==> src/rtl/count_checker_fifo.sv <==
// Synchronous FIFO with extra-MSB pointers; head is read combinationally
// so a pushed entry is visible the cycle after its write edge.
module count_checker_fifo #(
  parameter int DATA_W = 8,
  parameter int DEPTH  = 8
) (
  input  logic              clk,
  input  logic              rst_n,
  input  logic              flush,
  input  logic              push,
  input  logic              pop,
  input  logic [DATA_W-1:0] din,
  output logic [DATA_W-1:0] dout,
  output logic              full,
  output logic              empty
);

  localparam int AW = $clog2(DEPTH);

  logic [AW:0]       wr_ptr;
  logic [AW:0]       rd_ptr;
  logic [DATA_W-1:0] mem [DEPTH];
  logic              do_push;
  logic              do_pop;

  assign empty   = (wr_ptr == rd_ptr);
  assign full    = (wr_ptr[AW] != rd_ptr[AW]) && (wr_ptr[AW-1:0] == rd_ptr[AW-1:0]);
  assign do_pop  = pop && !empty;
  // A pop in the same cycle frees the slot a full-FIFO push needs.
  assign do_push = push && (!full || do_pop);
  assign dout    = mem[rd_ptr[AW-1:0]];

  always_ff @(posedge clk or negedge rst_n) begin
    if (!rst_n) begin
      wr_ptr <= '0;
      rd_ptr <= '0;
    end else if (flush) begin
      wr_ptr <= '0;
      rd_ptr <= '0;
    end else begin
      if (do_push) wr_ptr <= wr_ptr + 1'b1;
      if (do_pop)  rd_ptr <= rd_ptr + 1'b1;
    end
  end

  always_ff @(posedge clk) begin
    if (do_push && !flush) mem[wr_ptr[AW-1:0]] <= din;
  end

endmodule

==> config.mk <==
export PLATFORM = sky130hd
export DESIGN_NAME = count_checker_fifo
export DESIGN_NICKNAME = d
export VERILOG_FILES = /design/src/rtl/count_checker_fifo.sv
export SDC_FILE = /design/constraint.sdc
export NUM_CORES = 1
export LEC_CHECK = 0
export BUFFER_PORTS_ARGS = -buffer_cell sky130_fd_sc_hd__buf_2
export CAP_MARGIN = 0
export CORE_MARGIN = 4
export CORE_UTILIZATION = 35
export DETAILED_ROUTE_END_ITERATION = 10
export SETUP_SLACK_MARGIN = 0.02
export SLEW_MARGIN = 20
export SYNTH_ARGS = -nofsm -noshare
export SYNTH_HDL_FRONTEND = slang
export SYNTH_SLANG_ARGS = --single-unit
==> constraint.sdc <==
create_clock -name clk -period 3.05 [get_ports clk]
set_clock_uncertainty 0.15 [all_clocks]
set_input_delay 0.305 -clock clk [delete_from_list [all_inputs] [get_ports clk]]
set_output_delay 0.305 -clock clk [all_outputs]
set_load 0.01 [all_outputs]
==> key figures <==
Route
  – Vias per cell: 5.12
  – Via Count: 1619
  – Routed Wire Length: 5770 um
  – Routed Antenna Nets: 0
  – DRC: 0
  – DR iter-0 viols: 81
  – Wire length per cell: 18.3 um
  – 1st-pass router iterations: 4

STA
  – Pins Over Slew Limit: 0
  – Final setup margin: 487 ps
  – Setup TNS: 0 ps
  – Setup repair after global routing missed its margin: false
  – Slew headroom: 44.8%
  – Final period util: 84.0%
  – F_max: 390 MHz
  – Worst Max-Slew Pin Slew: 822 ps
  – Final min period: 2560 ps
  – Final setup fails: 0
  – Final Hold Viols: 0
  – WHS: 94.0 ps

Yosys
  – Top FF cell, synth: edfxtp_1
  – Synthesized cell area: 3020 um2
  – Post-synth net total: 184
  – Flop and latch count out of synthesis: 72
  – Synthesized instance count: 169
  – Mean Syn Cell Area: 17.9 um2
  – Post-synth EDFFs: 64
  – Asr flop ratio synth: 11.1%
  – Synth cell types: 33
  – Seq/Total Area, Yosys: 70.2%
  – Synth Warn #: 0

Critical path
  – CP delay by family, top: multiplexers
  – Buf/Inv on CP: 2
  – CP Max Fanout: 19
  – Crit-path max cell delay: 590 ps
  – Worst Setup End Kind: output pin
  – Worst EP required: 2590 ps
  – CP arrival: 2110 ps
  – CP max-delay cell: mux4_2
  – Critical-path cell list: buf_4 > mux4_2 > mux2_2 > buf_2
  – CP Class: flop to output pin
  – Startpoint class of the critical path: flop

Clocking
  – Setup bufs post-CTS: 0
  – CTS tree: built
  – Clock-pin slew on the worst setup and hold paths: 70 ps
  – Hold Buf Count CTS: 1
  – # clock sinks: 72
  – Max Root-Sink Buffers: 2
  – H-tree depth: 3
  – Clock latency on the worst-skew pair: 330 ps
  – Clock root cell: clkbuf_8
  – CTS buffer count: 9
  – Post-cts resize count: 0

Floorplanning
  – Core Area: 8300 um2
  – Die ar.: 10200 um2
  – Chip height: 101 um
  – IO Count: 23
  – Die Span X: 101 um
  – Initial Util: 36.4%
  – # rows: 33

Pwr
  – VDD IR max: 0.330 mV
  – P_leak: 1.23 nW
  – Pwr Total: 0.00240 W
  – PwrDens: 676 nW/um2

Outcome
  – Status: finished clean

Hold path
  – HP Class: primary input to flop

Placed design
  – Placed wire-length estimate: 3730 um
  – Pre-CTS setup slack: 759 ps
  – Buffers on Ports: 22
  – RePlAce Congestion: 0.755
  – Dpl cells: 301

GRT
  – Vias in the first global route: 1652
  – GRT Residual Overflow: 0
  – First-pass GRT wire length: 9070 um
  – Total track usage: 12.3%
  – Initial antenna violation count: 0
  – Largest net degree at the start of global routing: 23

Finish
  – ANT cells: 0
  – Final instance count without filler cells: 316
  – Nets: 223
  – Commonest non-fill, non-tap cell in the layout: edfxtp_1
  – Share of cells above drive strength 1: 37.0%
  – Commonest non-fill, non-tap cells in the layout: 64 x edfxtp_1, 22 x buf_2, 16 x mux4_2, 14 x buf_4, 9 x clkbuf_8
  – Area Growth Syn to Fin: 17.5%
  – Fillers: 754

Flow run
  – Max-cap violations: 0
-- registers in the layout, indices dropped and copies added, names as in the netlist --
name,count
rd_ptr,4
mem,64
wr_ptr,4
-- kinds of logic after synthesis --
kind of cell | count (synthesis) | synth area share [%]
AOI/OAI and AO/OA | 14 | 3.10
buffers and inverters | 12 | 1.86
xor gates and xnor gates | 6 | 1.99
adders and majority gates | 2 | 0.827
DFF | 72 | 70.2
and+or+nand+nor | 37 | 6.50
muxes | 26 | 15.6
-- worst paths after layout --
| kind | startpoint | endpoint | slack, ps | cells after the start |
|---|---|---|---|---|
| max | rd_ptr[0] | dout[1] | 490 | 4 |
| min | din[5] | mem[4][5] | 90 | 1 |
| max reg2reg | wr_ptr[2] | mem[7][2] | 780 | 4 |
| min reg2reg | wr_ptr[3] | wr_ptr[3] | 450 | 2 |
| max in group asynchronous | rst_n | rd_ptr[1] | 2370 | 2 |
| min in group asynchronous | rst_n | wr_ptr[2] | 200 | 2 |
-- area by class of cell --
cell class                 count  area (um2)  share of cell area (%)
tap                          105         131                    3.70
multi-input combinational     85         863                    24.3
timing repair buffer          37         225                    6.34
clock inverter                 3        68.8                    1.94
inverter                       3        11.3                   0.317
clock buffer                  11         131                    3.70
sequential                    72        2120                    59.7
-- report_power, final --
part	leakage, nW	switching [W]	internal [W]
Combinational	0.443	0.000250	0.000254
Sequential	0.688	0.0000228	0.00111
Clock	0.0995	0.000316	0.000454
Total	1.23	0.000589	0.00181
-- stage by stage --
stage          cell area, um2  util, %
2_1_floorplan            3020        -
3_3_place_gp             3340     40.2
3_5_place_dp             3340     40.3
4_1_cts                  3550     42.8
5_1_grt                  3550     42.8
6_report                 3550     42.8
-- synth_stat cells, types with 2 or more instances --
| library cell | n | area share, % |
|---|---|---|
| nor3_1 | 7 | 1.2 |
| clkbuf_1 | 4 | 0.50 |
| mux4_2 | 16 | 12 |
| mux2i_1 | 2 | 0.66 |
| mux2_2 | 8 | 3.0 |
| nor2_1 | 7 | 0.87 |
| nand3_1 | 3 | 0.50 |
| xor2_1 | 4 | 1.2 |
| ha_1 | 2 | 0.83 |
| a21oi_1 | 5 | 0.83 |
| o21ai_0 | 3 | 0.50 |
| nor4_1 | 3 | 0.62 |
| nand2_1 | 4 | 0.50 |
| buf_2 | 3 | 0.50 |
| nand2b_1 | 4 | 0.83 |
| edfxtp_1 | 64 | 64 |
| or4_1 | 2 | 0.50 |
| or3_1 | 3 | 0.62 |
| dfrtp_1 | 8 | 6.6 |
| nand3b_1 | 2 | 0.50 |
| inv_1 | 3 | 0.37 |
-- routing by layer --
layer	vias to the layer above	GRT usage, %	share of wire [%]
li1	750	-	-
met1	824	16.3	46
met2	39	19.2	48
met3	6	4.64	5.3
met4	0	3.48	1.0
met5	-	0	0
No activity file was read; power rests on OpenSTA's default activity.
